### src/rtl/regfile_wport_arbiter.sv
// Register-file write-port arbiter.
// Shares the single register-file write port between WB writeback, the
// exception EPC save into $k0 and bytes received by the UART. The write port is
// purely combinational so WB timing is unchanged. UART bytes wait in a small
// FIFO. One EPC save is held pending while stall_req freezes the front end.
//
// EPC FSM states:
//   state    | meaning
//   ---------+----------------------------------------------------------
//   IDLE     | no EPC save outstanding; exc_req latches the EPC
//   EXC_PEND | EPC latched, waiting for the port; leaves on the $k0 write
module regfile_wport_arbiter #(
    parameter int         DEPTH     = 4,
    parameter logic [4:0] UART_REG0 = 5'd4,
    parameter logic [4:0] UART_REG1 = 5'd5,
    parameter logic [4:0] KREG      = 5'd26
) (
    input  logic                      clk,
    input  logic                      rst_n,
    input  logic                      wb_we,
    input  logic [4:0]                wb_addr,
    input  logic [31:0]               wb_data,
    input  logic                      exc_req,
    input  logic [31:0]               exc_epc,
    input  logic                      uart_signal,
    input  logic                      uart_flag,
    input  logic [7:0]                uart_rx_data,
    input  logic                      ovf_clr,
    output logic                      reg_we,
    output logic [4:0]                reg_waddr,
    output logic [31:0]               reg_wdata,
    output logic [1:0]                grant,
    output logic                      stall_req,
    output logic [$clog2(DEPTH):0]    fifo_level,
    output logic                      uart_overflow
);

    localparam int AW = $clog2(DEPTH);

    localparam logic [1:0] GNT_NONE = 2'b00;
    localparam logic [1:0] GNT_WB   = 2'b01;
    localparam logic [1:0] GNT_EXC  = 2'b10;
    localparam logic [1:0] GNT_UART = 2'b11;

    typedef enum logic {
        IDLE     = 1'b0,
        EXC_PEND = 1'b1
    } state_t;

    state_t        state_q;
    state_t        state_d;
    logic          epc_load;
    logic [31:0]   epc_q;

    // FIFO entry is {flag, byte}; pointers carry one extra wrap bit.
    logic [8:0]    fifo_mem [DEPTH];
    logic [AW:0]   wptr_q;
    logic [AW:0]   rptr_q;
    logic [AW:0]   level;
    logic [8:0]    head;
    logic          fifo_empty;
    logic          fifo_full;
    logic          push;
    logic          pop;
    logic          drop;
    logic          ovf_q;

    assign level      = wptr_q - rptr_q;
    assign fifo_empty = (wptr_q == rptr_q);
    assign fifo_full  = (wptr_q[AW] != rptr_q[AW]) &&
                        (wptr_q[AW-1:0] == rptr_q[AW-1:0]);
    assign head       = fifo_mem[rptr_q[AW-1:0]];

    // Fixed-priority write-port mux: WB, then pending EPC save, then UART head.
    // Everything is held at zero while reset is asserted.
    always_comb begin
        grant     = GNT_NONE;
        reg_we    = 1'b0;
        reg_waddr = 5'd0;
        reg_wdata = 32'd0;
        if (rst_n) begin
            if (wb_we) begin
                grant     = GNT_WB;
                reg_we    = 1'b1;
                reg_waddr = wb_addr;
                reg_wdata = wb_data;
            end else if (state_q == EXC_PEND) begin
                grant     = GNT_EXC;
                reg_we    = 1'b1;
                reg_waddr = KREG;
                reg_wdata = epc_q;
            end else if (!fifo_empty) begin
                grant     = GNT_UART;
                reg_we    = 1'b1;
                reg_waddr = head[8] ? UART_REG1 : UART_REG0;
                reg_wdata = {24'd0, head[7:0]};
            end
        end
    end

    // A full FIFO still accepts a byte when the head leaves in the same cycle.
    assign pop  = (grant == GNT_UART);
    assign push = uart_signal & (~fifo_full | pop);
    assign drop = uart_signal & fifo_full & ~pop;

    // EPC FSM next state; a new exc_req while a save is pending is ignored.
    always_comb begin
        state_d  = state_q;
        epc_load = 1'b0;
        case (state_q)
            IDLE: begin
                if (exc_req) begin
                    state_d  = EXC_PEND;
                    epc_load = 1'b1;
                end
            end
            EXC_PEND: begin
                if (grant == GNT_EXC) begin
                    state_d = IDLE;
                end
            end
            default: state_d = IDLE;
        endcase
    end

    // EPC FSM state register.
    always_ff @(posedge clk or negedge rst_n) begin
        if (!rst_n) begin
            state_q <= IDLE;
        end else begin
            state_q <= state_d;
        end
    end

    // Latch the EPC only when a save is accepted.
    always_ff @(posedge clk or negedge rst_n) begin
        if (!rst_n) begin
            epc_q <= 32'd0;
        end else if (epc_load) begin
            epc_q <= exc_epc;
        end
    end

    // FIFO pointers; reset empties the FIFO and discards buffered bytes.
    always_ff @(posedge clk or negedge rst_n) begin
        if (!rst_n) begin
            wptr_q <= '0;
            rptr_q <= '0;
        end else begin
            if (push) begin
                wptr_q <= wptr_q + 1'b1;
            end
            if (pop) begin
                rptr_q <= rptr_q + 1'b1;
            end
        end
    end

    // FIFO storage needs no reset; the pointers define which entries are valid.
    always_ff @(posedge clk) begin
        if (push) begin
            fifo_mem[wptr_q[AW-1:0]] <= {uart_flag, uart_rx_data};
        end
    end

    // Sticky overflow flag; a new drop takes precedence over a clear.
    always_ff @(posedge clk or negedge rst_n) begin
        if (!rst_n) begin
            ovf_q <= 1'b0;
        end else if (drop) begin
            ovf_q <= 1'b1;
        end else if (ovf_clr) begin
            ovf_q <= 1'b0;
        end
    end

    assign stall_req     = rst_n & (exc_req | (state_q == EXC_PEND));
    assign fifo_level    = rst_n ? level : '0;
    assign uart_overflow = rst_n & ovf_q;

endmodule

### config.mk
export PLATFORM = sky130hd
export DESIGN_NAME = regfile_wport_arbiter
export DESIGN_NICKNAME = d
export VERILOG_FILES = /design/src/rtl/regfile_wport_arbiter.sv
export SDC_FILE = /design/constraint.sdc
export NUM_CORES = 1
export LEC_CHECK = 0
export ABC_CLOCK_PERIOD_IN_PS = 2500
export BUFFER_PORTS_ARGS = -buffer_cell sky130_fd_sc_hd__buf_4
export CAP_MARGIN = 20
export CORE_MARGIN = 4
export CORE_UTILIZATION = 49
export DETAILED_ROUTE_END_ITERATION = 12
export PLACE_DENSITY = 0.79
export SETUP_SLACK_MARGIN = 0.05
export SKIP_CTS_REPAIR_TIMING = 1
export SLEW_MARGIN = 40
export SYNTH_ARGS = -nofsm -noshare
export SYNTH_HDL_FRONTEND = slang
export SYNTH_SLANG_ARGS = --single-unit
### constraint.sdc
create_clock -name clk -period 2.5 [get_ports clk]
set_input_delay 0.375 -clock clk [delete_from_list [all_inputs] [get_ports clk]]
set_output_delay 0.375 -clock clk [all_outputs]
set_load 0.05 [all_outputs]
======== Word-level counts from Yosys, hierarchy flattened ========
Memory sizes are Yosys's and may differ from the RTL's.
Index checks and enable logic that the tools add are counted.
word-level totals
  bits in registers ....................... 40
  RAM bits ................................ 36
  input port bits ......................... 84
  output and inout bits ................... 45
  word-level logic and storage cells ...... 52
  memories ................................ 1
memories
  name      words  width  read ports  clocked after memory_dff  wr ports  RTL line  RTL
  fifo_mem  4      9      1           0                         1         56        logic [8:0] fifo_mem [DEPTH];
cells by class
  $add $sub $neg .......................... 3
  equality and inequality tests ........... 5
  multiplexer cells ....................... 26
  bitwise operators ....................... 10
  reduce and logical (&&, ||, !) cells .... 2
operator list
  kind                                                            count
  32-bit two-way mux                                              3
  5-bit two-way mux                                               3
  1-bit two-way mux                                               12
  2-bit two-way mux                                               4
  8-bit two-way mux                                               1
  3-bit by 1-bit adder with 3-bit output (second input constant)  2
  3-bit two-way mux                                               2
  1-bit bitwise AND                                               5
  2-bit == test (second input constant)                           2
  3-bit == test                                                   1
  1-bit inverter                                                  3
  3-bit subtractor                                                1
  2-bit == test                                                   1
  1-bit bitwise OR                                                2
  1-bit case mux with 2 select lines                              1
  2-bit nonzero test                                              1
  1-bit logical AND                                               1
  1-bit != test                                                   1

======== Depth between registers and ports, before layout ========
  word-level depth ........................ 10
  depth in mapped cells ................... 7
  mapped depth without buffers ............ 6

======== Worst setup path before layout ========
Ideal clock, no wire load.
  path type ............................... flip-flop to output port
  start point ............................. register rptr_q[1]
  end point ............................... output grant[1]
  arrival ................................. 2.483 ns
  slack ................................... -0.358 ns
  cell stages (with the launch flop) ...... 7
  cell sequence ........................... dfrtp_1 clkbuf_1 inv_1 ha_1 nand2_1 nor3_1 nor3b_1
between the ends
  cells in the longest elaborated chain, start to end .. 5
RTL lines
  item                    RTL line  RTL
  from (decl)             58        logic [AW:0] rptr_q;
  from (signal assigned)  154       rptr_q <= rptr_q + 1'b1;
  3-bit == test           69        assign fifo_empty = (wptr_q == rptr_q);
  2-bit two-way mux       92        end else if (!fifo_empty) begin
  2-bit two-way mux       87        end else if (state_q == EXC_PEND) begin
  2-bit two-way mux       82        if (wb_we) begin
  2-bit two-way mux       81        if (rst_n) begin
  to (decl)               32        output logic [1:0] grant,
Every way passes these cells.

======== Final worst setup path ========
  start point ............................. register wptr_q[1]
  end point ............................... output reg_wdata[5]
between the ends
  cells in the longest elaborated chain, start to end .. 5
RTL lines
  item                    RTL line  RTL
  from (decl)             57        logic [AW:0] wptr_q;
  from (signal assigned)  151       wptr_q <= wptr_q + 1'b1;
  3-bit == test           69
  8-bit two-way mux       92
  32-bit two-way mux      87
  32-bit two-way mux      82
  32-bit two-way mux      81
  to (decl)               31        output logic [31:0] reg_wdata,
Every way passes these cells.

==> flow_summary_export.csv <==
group,metric,value,unit
setup_path,critPathRequiredTime,2120,ps
place,place_area,4616,sq um
yosys,synthTopCellsByArea,"edfxtp_1 (31%), dfrtp_1 (28%), a22o_1 (10%)",
sta,slew_headroom,64.21,%
global_routing,grt_pass1_wl,13.11,mm
pwr,ir_worst_vdd,0.0004843,V
place,port_buffers,128,
finish,final_layout_size_suffix_gt1_share,54.89,%
place,dp_hpwl,6.586,mm
route,wl,8.811,mm
yosys,yosysUniqueCellTypes,34,
floorplan,die_x,92.99,um
global_routing,grt_max_degree,39,
floorplan,placement_rows,30,
sta,rsz0062_at_grt,"false",
setup_path,end_kind,"primary output",
route,drtIter0Drc,119,
yosys,synth_edf_count,36,
route,routedWlPerCell,18.99,um
setup_path,path_max_fanout,12,
yosys,async_flop_share,52.63,%
yosys,syn_inst,232,
place,dp_slack,231.3,ps
setup_path,crit-reg2reg-capture,"fifo_mem[1][7]",
yosys,syn_area_per_cell,15.26,sq um
setup_path,r2r_setup_slack,420,ps
finish,fin_area,4860,sq um
worst_hold_path,hp-class,"input port to async pin",
setup_path,r2r-start,"wptr_q[1]",
route,ant_nets,0,
yosys,synth_warnings,0,
floorplan,design.die.area,8647,sq um
yosys,ys_ff_latch,76,
sta,fin_crit,2395,ps
sta,hold_slack,96.88,ps
pwr,power,0.004529,W
clocking,cts_made_buffers,9,
clocking,cts_tree,"yes",
finish,num-nets-final,455,
setup_path,ff2ff_path_depth,4,
route,num_vias,2468,
global_routing,grt_pass1_vias,2502,
clocking,cts.sinks,76,
global_routing,grt-ovfl-total,0,
sta,finClkSkew,7.299,ps
sta,layout_setup_ws,105.2,ps
sta,finalHoldViolations,0,
pwr,power_leakage,2.129,nW
place,finalWeightedCongestion,0.7908,
sta,min_period_over_period,95.79,%
yosys,synth_flop_cell,"dfrtp_1",
floorplan,io-pin-count,129,
clocking,clock_latency,350,ps
clocking,cts.clk_slew.worst_paths,80,ps
sta,slew_violations,0,
route,drtPass1Iterations,4,
sta,worst_slew_pin_slew,536.3,ps
setup_path,endpoint,"reg_wdata[5]",
run_status,status,"finished clean",
global_routing,antenna_found_initial,0,
setup_path,cp-startpoint,"wptr_q[1]",
yosys,synth_largest_area_cell,"edfxtp_1",
floorplan,start_util,51.25,%
floorplan,die_y,92.99,um
sta,max_freq,417.6,MHz
finish,syn_to_final_growth,37.29,%
yosys,synth_area,3540,sq um
floorplan,coreArea,6907,sq um
yosys,synth.net_count,324,
yosys,synth_top_area_share,30.54,%
sta,final.setup.tns,0,ps
clocking,cts_buffer_depth,2,
finish,n_antenna_cell,0,
setup_path,startpoint_type,"flop",
yosys,ys_seq_area_share,58.82,%
setup_path,crit_type,"flop to primary output",
route,drc,0,
finish,fillers,521,
setup_path,crit_arrival,2020,ps
global_routing,track_usage,20.06,%
run,cap_viol_max_count,0,
route,via_per_inst,5.319,
sta,finalSetupViolCount,0,
clocking,h-tree-depth,3,
clocking,root_buffer,"clkbuf_8",
pwr,powerDensity,932.0,nW/um^2
layout by cell type (no fill, tap or decap), types with 2 or more instances in the layout:
cell type | netlist | layout
mux2_1 | 4 | 4
a21o_1 | 4 | 4
xnor2_1 | 4 | 4
mux4_2 | 9 | 9
xor2_2 | 1 | 2
clkbuf_8 | 0 | 9
inv_6 | 0 | 3
ha_1 | 7 | 6
a22o_1 | 42 | 42
edfxtp_1 | 36 | 36
mux2_2 | 29 | 29
dlygate4sd3_1 | 0 | 2
clkinvlp_4 | 0 | 3
nor3_1 | 2 | 2
dfrtp_1 | 40 | 39
nor2_1 | 4 | 3
inv_1 | 5 | 4
buf_4 | 0 | 133
nand2_1 | 3 | 2
and2_1 | 7 | 6
nor2b_1 | 4 | 3
logic make-up after synthesis:
| kind of cell | synth area share [%] |
|---|---|
| flops | 58.82 |
| mux | 16.65 |
| simple gates | 3.994 |
| buf+inv | 2.899 |
| compound gates | 12.90 |
| fa+ha+maj | 3.040 |
| xor+xnor | 1.697 |
area by class of cell:
cell class | count | area, sq um | area share, %
flip-flops and latches | 76 | 2083 | 42.87
inverters | 5 | 18.77 | 0.3862
well taps | 96 | 120.1 | 2.472
repair buffers | 137 | 1050 | 21.60
clock inverters | 7 | 57.56 | 1.184
clock buffers | 9 | 123.9 | 2.549
multi-input cells | 134 | 1406 | 28.94
Yosys cell counts, types with 5 or more instances:
cell type,n
clkbuf_1,5
edfxtp_1,36
dfrtp_1,40
and2_1,7
mux4_2,9
buf_2,10
a22o_1,42
ha_1,7
inv_1,5
mux2_2,29
worst max-delay path, stage by stage (launching register included):
cell,delay (ps)
dfrtp_2,460
ha_1,330
nand2_2,130
o21a_4,290
a22o_1,260
buf_4,200
report_power, final:
part | switching [W] | internal, W
logic | 0.00105 | 0.000803
registers | 0.000180 | 0.00165
clock network | 0.000472 | 0.000371
metal layers:
metal	vias to the layer above	track usage [%]	wire (um)
li1	1157	-	-
met1	1199	24.04	3427
met2	98	34.37	4464
met3	14	6.195	766
met4	0	6.838	153
met5	-	0	0
registers in the layout, summed over array words and instances, names as in the netlist:
signal / flops
state_q: 1
fifo_mem: 36
ovf_q: 1
epc_q: 32
wptr_q: 3
rptr_q: 3
stage by stage:
step,cells,utilization (%)
after floorplan,232,-
after global placement,446,66.81
after detailed placement,446,66.83
after CTS,462,69.46
after global routing,464,70.36
final,464,70.36
worst min-delay path by stage:
stage                      from   endpoint
final                     rst_n   epc_q[6]
after global routing      rst_n  epc_q[31]
after CTS                 rst_n  wptr_q[2]
after detailed placement  rst_n  wptr_q[2]
after global placement    rst_n  wptr_q[2]
after floorplan           rst_n   epc_q[0]
Power figures use the tool's default switching activity.
